**src/rtl/ic_dma_reader.sv**
```systemverilog
// ic_dma_reader: instruction-cache line-fill engine.
// Takes one line request from the I-cache FSM, issues BEATS narrow reads on
// the memory read port, reassembles the returned beats into a line and
// returns it with a one-cycle acknowledge (optionally flagged as a timeout).
//
// Handshakes:
//   ic_read_dma_valid/ack : valid is held by the requester until ack; ack is a
//     single-cycle pulse with data/err stable; valid must drop the cycle after
//     ack, because any valid seen in IDLE starts a new request.
//   mem_rd_req/gnt        : req and addr are registered and held until a cycle
//     with req=1 and gnt=1, which transfers that beat address.
//   mem_rd_valid/data     : one data beat per valid cycle, in request order, no
//     back-pressure.
module ic_dma_reader #(
    parameter int ADDR_W  = 33,
    parameter int LINE_W  = 128,
    parameter int MEM_DW  = 32,
    parameter int TIMEOUT = 1024
) (
    input  logic              clk,
    input  logic              rst,
    input  logic              ic_read_dma_valid,
    input  logic [ADDR_W-1:0] ic_read_dma_addr,
    output logic              ic_read_dma_ack,
    output logic [LINE_W-1:0] ic_read_dma_data,
    output logic              ic_read_dma_err,
    output logic              mem_rd_req,
    output logic [ADDR_W-1:0] mem_rd_addr,
    input  logic              mem_rd_gnt,
    input  logic              mem_rd_valid,
    input  logic [MEM_DW-1:0] mem_rd_data,
    output logic [1:0]        dbg_state
);

    localparam int BEATS      = LINE_W / MEM_DW;
    localparam int LOG_B      = $clog2(BEATS);
    localparam int CNT_W      = LOG_B + 1;
    localparam int OFF_W      = $clog2(LINE_W / 8);
    localparam int BEAT_SHIFT = $clog2(MEM_DW / 8);
    localparam int TO_W       = $clog2(TIMEOUT + 1);

    localparam logic [CNT_W-1:0] BEATS_C   = CNT_W'(BEATS);
    localparam logic [CNT_W-1:0] LAST_C    = CNT_W'(BEATS - 1);
    localparam logic [TO_W-1:0]  TIMEOUT_C = TO_W'(TIMEOUT);

    localparam logic [1:0] S_IDLE = 2'd0;
    localparam logic [1:0] S_BUSY = 2'd1;
    localparam logic [1:0] S_DONE = 2'd2;

    logic [1:0]        state_q;
    logic [ADDR_W-1:0] base_q;
    logic [CNT_W-1:0]  acnt_q;
    logic [CNT_W-1:0]  dcnt_q;
    logic [TO_W-1:0]   tcnt_q;
    logic [LINE_W-1:0] line_q;
    logic              req_q;
    logic [ADDR_W-1:0] addr_q;
    logic              ack_q;
    logic              err_q;

    logic              busy;
    logic              accept;
    logic              addr_fire;
    logic              beat_fire;
    logic              last_beat;
    logic              timeout_hit;
    logic [CNT_W-1:0]  acnt_inc;
    logic [TO_W-1:0]   tcnt_inc;
    logic [ADDR_W-1:0] next_addr;
    logic [ADDR_W-1:0] accept_base;

    // The byte offset inside the line is deliberately discarded.
    logic unused_addr_bits;
    assign unused_addr_bits = ^ic_read_dma_addr[OFF_W-1:0];

    // Per-cycle event decode for the address side, data side and watchdog.
    always_comb begin
        busy        = (state_q == S_BUSY);
        accept      = (state_q == S_IDLE) && ic_read_dma_valid;
        addr_fire   = busy && req_q && mem_rd_gnt;
        beat_fire   = busy && mem_rd_valid;
        last_beat   = beat_fire && (dcnt_q == LAST_C);
        acnt_inc    = acnt_q + 1'b1;
        // Saturating increment so the counter can never wrap back to zero.
        tcnt_inc    = (tcnt_q == TIMEOUT_C) ? tcnt_q : tcnt_q + 1'b1;
        timeout_hit = busy && !mem_rd_valid && (tcnt_inc == TIMEOUT_C);
        next_addr   = base_q + (ADDR_W'(acnt_inc) << BEAT_SHIFT);
        accept_base = {ic_read_dma_addr[ADDR_W-1:OFF_W], {OFF_W{1'b0}}};
    end

    // Control FSM: request acceptance, beat address issue, counters, ack/err.
    always_ff @(posedge clk) begin
        if (rst) begin
            state_q <= S_IDLE;
            base_q  <= '0;
            acnt_q  <= '0;
            dcnt_q  <= '0;
            tcnt_q  <= '0;
            req_q   <= 1'b0;
            addr_q  <= '0;
            ack_q   <= 1'b0;
            err_q   <= 1'b0;
        end else begin
            case (state_q)
                S_IDLE: begin
                    ack_q <= 1'b0;
                    err_q <= 1'b0;
                    if (accept) begin
                        base_q  <= accept_base;
                        acnt_q  <= '0;
                        dcnt_q  <= '0;
                        tcnt_q  <= '0;
                        req_q   <= 1'b1;
                        addr_q  <= accept_base;
                        state_q <= S_BUSY;
                    end
                end
                S_BUSY: begin
                    // Address side: advance on each accepted beat address.
                    if (addr_fire) begin
                        acnt_q <= acnt_inc;
                        if (acnt_inc < BEATS_C) begin
                            addr_q <= next_addr;
                        end else begin
                            req_q <= 1'b0;
                        end
                    end
                    // Data side and inter-beat watchdog.
                    if (beat_fire) begin
                        dcnt_q <= dcnt_q + 1'b1;
                        tcnt_q <= '0;
                    end else begin
                        tcnt_q <= tcnt_inc;
                    end
                    if (last_beat) begin
                        state_q <= S_DONE;
                        ack_q   <= 1'b1;
                        err_q   <= 1'b0;
                        req_q   <= 1'b0;
                    end else if (timeout_hit) begin
                        state_q <= S_DONE;
                        ack_q   <= 1'b1;
                        err_q   <= 1'b1;
                        req_q   <= 1'b0;
                    end
                end
                S_DONE: begin
                    ack_q   <= 1'b0;
                    err_q   <= 1'b0;
                    state_q <= S_IDLE;
                end
                default: begin
                    state_q <= S_IDLE;
                    req_q   <= 1'b0;
                    ack_q   <= 1'b0;
                    err_q   <= 1'b0;
                end
            endcase
        end
    end

    // Line buffer: cleared on acceptance, beat k lands at bits [k*MEM_DW +: MEM_DW].
    always_ff @(posedge clk) begin
        if (rst) begin
            line_q <= '0;
        end else if (accept) begin
            line_q <= '0;
        end else if (beat_fire) begin
            for (int b = 0; b < BEATS; b++) begin
                if (dcnt_q[LOG_B-1:0] == LOG_B'(b)) begin
                    line_q[b*MEM_DW +: MEM_DW] <= mem_rd_data;
                end
            end
        end
    end

    assign ic_read_dma_ack  = ack_q;
    assign ic_read_dma_err  = err_q;
    assign ic_read_dma_data = line_q;
    assign mem_rd_req       = req_q;
    assign mem_rd_addr      = addr_q;
    assign dbg_state        = state_q;

endmodule

```
**config.mk**
```make
export PLATFORM = sky130hd
export DESIGN_NAME = ic_dma_reader
export DESIGN_NICKNAME = d
export VERILOG_FILES = /design/src/rtl/ic_dma_reader.sv
export SDC_FILE = /design/constraint.sdc
export NUM_CORES = 1
export LEC_CHECK = 0
export BUFFER_PORTS_ARGS = -buffer_cell sky130_fd_sc_hd__buf_4
export CELL_PAD_IN_SITES_DETAIL_PLACEMENT = 0
export CELL_PAD_IN_SITES_GLOBAL_PLACEMENT = 1
export CORE_ASPECT_RATIO = 0.75
export CORE_MARGIN = 2
export CORE_UTILIZATION = 40
export DETAILED_ROUTE_END_ITERATION = 8
export PLACE_DENSITY = 0.8
export SLEW_MARGIN = 40
export SYNTH_ARGS = -nofsm -noshare
export SYNTH_HDL_FRONTEND = slang
export SYNTH_SLANG_ARGS = --single-unit
```
**constraint.sdc**
```tcl
create_clock -name clk -period 5.7 [get_ports clk]
set_clock_uncertainty 0.1 [all_clocks]
set_input_delay 0.855 -clock clk [delete_from_list [all_inputs] [get_ports clk]]
set_output_delay 0.855 -clock clk [all_outputs]
set_load 0.02 [all_outputs]
```
==> impl_metrics.toml <==
[finish]
regArea_um2 = 4200
drive_gt1_frac = 0.226
multi_input_area_um2 = 4010
num-nets-final = 1373
area_growth_pct = 30.9
diodes = 0
num-fill-cells = 2102

[floorplanning]
die_area_um2 = 22600
coreArea_um2 = 21100
start_util = 0.407
std_cell_rows = 46
die_w_um = 173
ios = 236
die_h_um = 131

[synth]
synth_area_leaders = "dfxtp_1 49%, nand2_1 16%, a21oi_1 11%"
synth_edf_count = 0
syn_area_um2 = 8580
synthCells = 1099
synth_top_area_share = 0.490
async_flop_share = 0
ys_warn_count = 0
synth.avg_cell_area_um2 = 7.81
synth_cell_types = 60
synth_flop_cell = "dfxtp_1"
ys_seq_elements = 210
ys_seq_area_frac = 0.490
synth_top_area_cell = "dfxtp_1"

[drt]
vias = 8077
met2_length_um = 11100
wl_per_cell_um = 16.2
wl_met3_um = 1730
vias_per_cell = 5.06
drt_first_iter_violations = 535
antenna_left = 0
top_layer_used = "met4"
route.detailed.drc = 0
drt_first_pass_iters = 5
wl_um = 25900
wl_met1_um = 12700

[critical_path]
endpoint_kind = "flip-flop"
crit_start = "acnt_q[0]"
crit_arrival_ps = 3300
crit_top_cell = "ha_1"
critPathLaunchType = "flip-flop"
crit_fanout = 7
worstPathRequired_ps = 6030
worstSetupPathType = "reg -> reg"
max_stage_delay_ps = 430
r2r_cells = 8
cpMaxStageDelayCell = "ha_1"
crit_chain = "ha_1, xor2_1, ha_1, ha_1, nand3_1, or3_1, a311o_1, a21oi_1"
r2r-start = "acnt_q[0]"

[place]
port_buffers = 229
dp_hpwl_um = 17200
place_congestion = 0.883

[hold_path]
hold_path.class = "reg -> reg"
whs_path_depth = 2
worstHoldStart = "mem_rd_addr[23]"

[clock_tree]
cts_buffers = 23
cts_tree = "built"
clk_latency_ps = 490
clockBufferDepth = 3
path_clk_slew_ps = 60
post_cts_resized = 0
ctsHoldBuffers = 0
htreeDepth = 1
cts-root-buf = "clkbuf_16"
clock_sinks = 210
post-cts-setup-buffer-count = 0

[timing]
fin_crit_ps = 2980
fin_tns_setup_ps = 0
finalHoldViolations = 0
setup_viol = 0
worst_slew_pin_slew_ps = 631
whs_ps = 351
relSlewSlack = 0.580
timing.fmax_mhz = 336
grt_setup_unrepaired = "false"
post-route-period-util = 0.522
drv_slew = 0

[pwr]
p_leak_nw = 4.36
ir_drop_mv = 0.162
powerDensity_nw_per_um2 = 304

[flow_run]
drv_cap = 0

[global_route]
grt.total_usage = 0.217
grt_max_degree = 77
grt_pass1_vias = 7221
grt_pass1_wl_um = 39800
globalRouteOverflowTotal = 0
antenna_found_initial = 0

[run_status]
status = "finished clean"
logic make-up after synthesis:
logic type,share of synthesized area
AOI/OAI and AO/OA,0.170
and+or+nand+nor,0.251
adders and majority gates,0.0146
buffers and inverters,0.0458
muxes,0.00131
DFF,0.490
other,0.000437
xor gates and xnor gates,0.0276
synthesized netlist by cell type (2+ instances only):
| master | number |
|---|---|
| a211o_1 | 5 |
| a211oi_1 | 7 |
| a21boi_0 | 5 |
| a21oi_1 | 188 |
| a22oi_1 | 4 |
| a311o_1 | 2 |
| a311oi_1 | 5 |
| a31oi_1 | 4 |
| and2_1 | 2 |
| and3_1 | 11 |
| and4_1 | 5 |
| buf_2 | 6 |
| buf_4 | 2 |
| buf_6 | 2 |
| clkbuf_1 | 64 |
| clkbuf_8 | 2 |
| dfxtp_1 | 210 |
| ha_1 | 10 |
| inv_1 | 11 |
| nand2_1 | 364 |
| nand2b_1 | 3 |
| nand3_1 | 18 |
| nand3b_1 | 5 |
| nand4_1 | 11 |
| nor2_1 | 55 |
| nor2b_1 | 2 |
| nor3_1 | 10 |
| nor4_1 | 3 |
| o211ai_1 | 5 |
| o21ai_0 | 14 |
| o22ai_1 | 6 |
| or3_1 | 5 |
| xnor2_1 | 9 |
| xor2_1 | 18 |
critical path: cells and delay by family, from the launching register on:
family                   cells  cell delay [ps]
adder cells (fa/ha/maj)      3             1030
AND/OR/NAND/NOR              2              570
XOR/XNOR                     1              330
AO/OA/AOI/OAI                2              500
flip-flops                   1              370
area by class of cell:
class,instances,share of cell area
inverters,12,0.00401
well taps,288,0.0321
multi-input cells,801,0.357
flip-flops and latches,210,0.374
clock buffers,34,0.0612
clock inverters,6,0.00735
repair buffers,245,0.164
path summary, 6_finish.rpt:
path,end,slack [ps]
min reg2reg,mem_rd_addr[23],350
max reg2reg,mem_rd_addr[18],2720
min,mem_rd_addr[23],350
max,mem_rd_addr[18],2720
metal layers:
layer | vias up | track usage
li1 | 4059 | -
met1 | 3759 | 0.317
met2 | 237 | 0.332
met3 | 22 | 0.0454
met4 | 0 | 0.0404
met5 | - | 0
sequential cells by signal (all words and copies together) (netlist names):
register	cells
dbg_state	2
mem_rd_req	1
base_q	29
mem_rd_addr	31
tcnt_q	11
acnt_q	3
dcnt_q	3
ic_read_dma_ack	1
ic_read_dma_err	1
ic_read_dma_data	128
report_power, final:
group          switching [mW]  total (mW)  internal [mW]  leakage [nW]
clock network           0.585        1.50          0.920         0.379
registers              0.0381        1.55           1.51          1.70
logic                   0.230       0.363          0.133          2.28
through the flow:
step / std cells / utilization / area [µm²] / power, mW / setup WS (ps)
final: 1596 / 0.533 / 11200 / 3.42 / 2720
after global routing: 1596 / 0.533 / 11200 / 3.55 / 2590
after CTS: 1596 / 0.533 / 11200 / 3.46 / 2750
after detailed placement: 1556 / 0.496 / 10500 / 1.95 / 2790
after global placement: 1556 / 0.496 / 10400 / 1.94 / 2500
after floorplan: 1100 / - / 8580 / 1.79 / 3320
placed cells by master (no fill, tap or decap), drive strengths merged, types with 3 or more instances in the layout:
cell type and n:
nand2 364, buf 245, dfxtp 210, a21oi 188, nor2 55, clkbuf 34
nand3 20, xor2 18, o21ai 15, nand4 12, inv 11, and3 11
nor3 11, ha 10, xnor2 9, a211oi 7, or3 7, o22ai 6
and4 6, a311oi 5, nand3b 5, o211ai 5, a21boi 5, a211o 5
a22oi 4, a31oi 4, clkinv 4, nand2b 3, nor4 3, a2111oi 3
Note: power is estimated with default switching activity, not from simulation.
